File: config.mk
export PLATFORM = sky130hd
export DESIGN_NAME = muldiv_sequencer
export DESIGN_NICKNAME = d
export VERILOG_FILES = /design/src/rtl/muldiv_sequencer.sv
export SDC_FILE = /design/constraint.sdc
export NUM_CORES = 2
export LEC_CHECK = 0
export ABC_AREA = 0
export CAP_MARGIN = 20
export CORE_UTILIZATION = 45
export DETAILED_ROUTE_END_ITERATION = 6
export DONT_BUFFER_PORTS = 1
export PLACE_DENSITY = 0.6
export SLEW_MARGIN = 15
export SYNTH_ARGS = -nofsm -noshare
export SYNTH_HDL_FRONTEND = slang
export SYNTH_SLANG_ARGS = --single-unit
File: constraint.sdc
create_clock -name clk -period 30.9 [get_ports clk]
set_input_delay 6.18 -clock clk [delete_from_list [all_inputs] [get_ports clk]]
set_output_delay 6.18 -clock clk [all_outputs]
set_load 0.02 [all_outputs]
File: src/rtl/muldiv_sequencer.sv
// rtl/muldiv_sequencer.sv - multi-cycle MULT/DIV sequencer owning HI/LO; MULDIV_MTHILO_EN enables MTHI/MTLO
module muldiv_sequencer #(
    parameter int MULT_LAT  = 4,
    parameter int DIV_ITERS = 32
) (
    input  logic        clk,
    input  logic        reset,
    input  logic        start_mult,
    input  logic        start_div,
    input  logic [31:0] src_a,
    input  logic [31:0] src_b,
    input  logic        rd_hi,
    input  logic        rd_lo,
    input  logic        wr_hi,
    input  logic        wr_lo,
    output logic [31:0] hi,
    output logic [31:0] lo,
    output logic        busy,
    output logic        stall,
    output logic        div0
);
    localparam int CNT_W = (MULT_LAT > DIV_ITERS) ? $clog2(MULT_LAT) : $clog2(DIV_ITERS);

    typedef enum logic [1:0] {IDLE, MULT, DIV, FIX} state_t;

    state_t             state;
    logic [CNT_W-1:0]   cnt;
    logic [63:0]        prod;
    logic [31:0]        divisor;
    logic [31:0]        quo;
    logic [31:0]        rem;
    logic               sign_q;
    logic               sign_r;

    logic               mt_hi;
    logic               mt_lo;
    logic [63:0]        prod_full;
    logic [31:0]        abs_a;
    logic [31:0]        abs_b;
    logic [32:0]        rem_sh;
    logic               trial_ok;
    logic [31:0]        rem_next;

`ifdef MULDIV_MTHILO_EN
    assign mt_hi = wr_hi;
    assign mt_lo = wr_lo;
`else
    logic unused_mt;
    assign unused_mt = wr_hi ^ wr_lo;
    assign mt_hi = 1'b0;
    assign mt_lo = 1'b0;
`endif

    assign prod_full = {{32{src_a[31]}}, src_a} * {{32{src_b[31]}}, src_b};
    assign abs_a     = src_a[31] ? -src_a : src_a;
    assign abs_b     = src_b[31] ? -src_b : src_b;

    // Restoring step: quo doubles as the dividend shift register, MSB first.
    assign rem_sh    = {rem, quo[31]};
    assign trial_ok  = (rem_sh >= {1'b0, divisor});
    assign rem_next  = trial_ok ? (rem_sh[31:0] - divisor) : rem_sh[31:0];

    assign busy  = (state != IDLE);
    assign stall = busy & (start_mult | start_div | rd_hi | rd_lo | mt_hi | mt_lo);

    always_ff @(posedge clk) begin
        if (reset) begin
            state   <= IDLE;
            cnt     <= '0;
            prod    <= '0;
            divisor <= '0;
            quo     <= '0;
            rem     <= '0;
            sign_q  <= 1'b0;
            sign_r  <= 1'b0;
            hi      <= '0;
            lo      <= '0;
            div0    <= 1'b0;
        end else begin
            div0 <= 1'b0;
            case (state)
                IDLE: begin
                    if (start_mult) begin
                        prod  <= prod_full;
                        cnt   <= CNT_W'(MULT_LAT - 1);
                        state <= MULT;
                    end else if (start_div) begin
                        if (src_b == 32'd0) begin
                            hi   <= src_a;
                            lo   <= 32'hFFFF_FFFF;
                            div0 <= 1'b1;
                        end else begin
                            quo     <= abs_a;
                            divisor <= abs_b;
                            rem     <= '0;
                            sign_q  <= src_a[31] ^ src_b[31];
                            sign_r  <= src_a[31];
                            cnt     <= CNT_W'(DIV_ITERS - 1);
                            state   <= DIV;
                        end
                    end else begin
                        if (mt_hi) hi <= src_a;
                        if (mt_lo) lo <= src_a;
                    end
                end
                MULT: begin
                    if (cnt == '0) begin
                        hi    <= prod[63:32];
                        lo    <= prod[31:0];
                        state <= IDLE;
                    end else begin
                        cnt <= cnt - CNT_W'(1);
                    end
                end
                DIV: begin
                    quo <= {quo[30:0], trial_ok};
                    rem <= rem_next;
                    if (cnt == '0) state <= FIX;
                    else           cnt   <= cnt - CNT_W'(1);
                end
                FIX: begin
                    lo    <= sign_q ? -quo : quo;
                    hi    <= sign_r ? -rem : rem;
                    state <= IDLE;
                end
                default: state <= IDLE;
            endcase
        end
    end
endmodule

==> impl_metrics.csv <==
group,metric,value,unit
die,die_h,335.0,um
routing,drc,0,
die,start_util,0.4559,
cells_and_area,final_area,51450,sq um
synthesis,synth_cell_types,79,
routing,maxUsedRoutingLayer,"met5",
global_routing,track_usage,0.2635,
synthesis,synth.avg_cell_area,8.714,sq um
setup_path,cpPeakStageDelay,1.01,ns
synthesis,synthCells,5727,
synthesis,ys_ff_latch,234,
setup_path,cp-start-kind,"primary input",
timing,finalCriticalPeriod,14.26,ns
setup_path,slowest_stage,"fa_1",
setup_path,critPathCaptureType,"register",
cts,h-tree-depth,1,
flow_run,drv_cap,0,
cts,clk_pin_slew,0.06,ns
setup_path,critPathRequiredTime,31.41,ns
timing,timing.fmax,0.07012,GHz
routing,via_per_inst,5.463,
routing,wirelength,143000,um
cts,clkLatencyLatePin,0.56,ns
cells_and_area,final_nets,6773,
min_path,hold_path_class,"register to register",
routing,ant_nets,0,
synthesis,synth_top_cell_by_area,"fa_1",
setup_path,arrival,14.77,ns
routing,wl_met1,62160,um
cts,cts_resized,0,
timing,finClkSkew,0.01570,ns
cts,clock_path_buffers,3,
cts,cts.sinks,234,
timing,grt_setup_unrepaired,"false",
synthesis,synth-warning-count,0,
routing,drtIter0Drc,2496,
placement,port-buffer-count,0,
synthesis,syn_area,49900,sq um
timing,max-slew-margin-rel,0.2052,
placement,gp_congestion,0.9075,
synthesis,yosysTopAreaCellShare,0.4345,
cts,post-cts-setup-buffers,0,
run_status,status,"completed",
die,core,109500,sq um
timing,setup_violations,0,
placement,dpl_cell_area,50400,sq um
routing,num_vias,37660,
routing,dr_wl_met3,9874,um
setup_path,path_max_fanout,61,
routing,wl_per_cell,20.74,um
routing,wl_met2,67930,um
synthesis,synth-async-reset-ratio,0,
die,die_w,335.0,um
cells_and_area,area_growth,3.107,%
die,io_pins,139,
setup_path,critPathMostFrequentCell,"fa_1",
cells_and_area,post-route-util,0.4701,
global_routing,grt_pass1_vias,39340,
setup_path,crit_family,"adder cells",
cts,cts-root-buf,"clkbuf_16",
die,num_rows,121,
cts,ctsHoldBuffers,0,
synthesis,synth_edf_count,0,
timing,hold_viol,0,
global_routing,grt_max_degree,161,
setup_path,worst-path-buf-inv,5,
synthesis,ys.flop_type,"dfxtp_1",
placement,post-dp-hpwl,107300,um
timing,fin_crit_sh,0.4615,
routing,dr.pass1.iters,6,
setup_path,critical_path_class,"primary input to register",
global_routing,grt_pass1_wl,230600,um
die,die-area,112200,sq um
global_routing,antenna_found_initial,11,
timing,tightestPinTransition,1.189,ns
synthesis,ys_top_cells_by_area,"fa_1 43%, dfxtp_1 9.4%, inv_1 7.8%",
synthesis,seq_area_frac_synth,0.09387,
synthesis,synth_nets,7110,
cts,cts_tree,"built",
cells_and_area,drive_gt1_frac,0.01885,
cts,cts_made_buffers,28,
timing,maxSlewViolCount,0,
global_routing,grt-ovfl-total,0,
timing,timing.setup.tns,0,ns
kinds of logic after synthesis:
| kind of cell | after synthesis | synth area share |
|---|---|---|
| flip-flops | 234 | 0.09387 |
| AO/OA/AOI/OAI | 785 | 0.09914 |
| AND/OR/NAND/NOR | 1755 | 0.1683 |
| adder cells (fa/ha/maj) | 1311 | 0.4916 |
| multiplexers | 8 | 0.001605 |
| XOR/XNOR | 210 | 0.03686 |
| buffers and inverters | 1424 | 0.1086 |
final cells by class:
type	count	area, sq um
inverter	1039	3900
fill	10680	58010
clock buffer	36	802.0
antenna	6	15.01
timing repair buffer	18	135.1
clock inverter	16	221.5
sequential	234	4686
tap	1476	1847
multi-input combinational	4069	39850
Yosys cell counts, drive strengths merged (4+ instances only):
cell type / instances
a22o: 12
clkbuf: 337
nor4: 12
nor2b: 7
or2: 5
a21o: 41
dfxtp: 234
a21boi: 6
or4: 11
o21a: 11
nor2: 192
a211oi: 45
ha: 228
inv: 1038
mux2i: 8
a32oi: 4
xor2: 63
o21ai: 198
and4: 6
a2111oi: 4
nand2b: 23
o211ai: 10
a22oi: 28
a311oi: 29
a221oi: 19
or3: 34
fa: 1083
buf: 48
xnor2: 147
o41ai: 14
nand4: 20
a21oi: 249
a31oi: 22
o31ai: 41
nor3: 28
nand2: 837
and3: 14
nand3: 41
o21bai: 21
and2: 515
stage by stage:
step           std cells  worst slack, ns  hold slack (ns)
3_5_place_dp        6836            16.07           0.4400
6_report            6894            16.64           0.4523
3_3_place_gp        6836            16.20           0.4368
2_1_floorplan       5727            16.57           0.4251
5_1_grt             6888            16.13           0.4664
4_1_cts             6888            16.65           0.4488
metal layers:
layer | track usage | up-vias
li1 | - | 16830
met1 | 0.3630 | 19590
met2 | 0.4400 | 1091
met3 | 0.04129 | 140
met4 | 0.05081 | 10
met5 | 0 | -
flip-flops by register name, summed over array words and instances, names as in the netlist:
name / flops
sign_r: 1
div0: 1
prod: 64
rem: 32
quo: 32
divisor: 32
hi: 32
state: 2
sign_q: 1
lo: 32
cnt: 5
cells in the final DEF (no fill, tap or decap), types with 63 or more instances in the layout:
cell and instances:
fa_1 1083, inv_1 1036, nand2_1 836, and2_1 514, a21oi_1 248, dfxtp_1 233
ha_1 225, o21ai_0 194, nor2_1 188, xnor2_1 147, xor2_1 63
worst paths after layout:
kind	startpoint	endpoint	slack, ns	cells after the start
max	src_a[31]	prod[58]	16.64	25
min	prod[26]	prod[26]	0.45	2
max reg2reg	rem[7]	rem[28]	26.35	11
min reg2reg	prod[26]	prod[26]	0.45	2
worst register-to-register path, cell delays in order, from the launching register on:
cell	delay (ns)
dfxtp_1	0.47
ha_1	0.32
a211o_1	0.29
a2111o_1	0.42
and2_1	0.20
a221o_1	0.36
o21ai_1	0.43
a21oi_1	0.19
a2111oi_4	0.79
buf_4	0.55
or3_1	0.28
o21ai_0	0.13
Power is not shown: default switching activity piles up to over one toggle a cycle in this logic, so the estimate is an artifact.
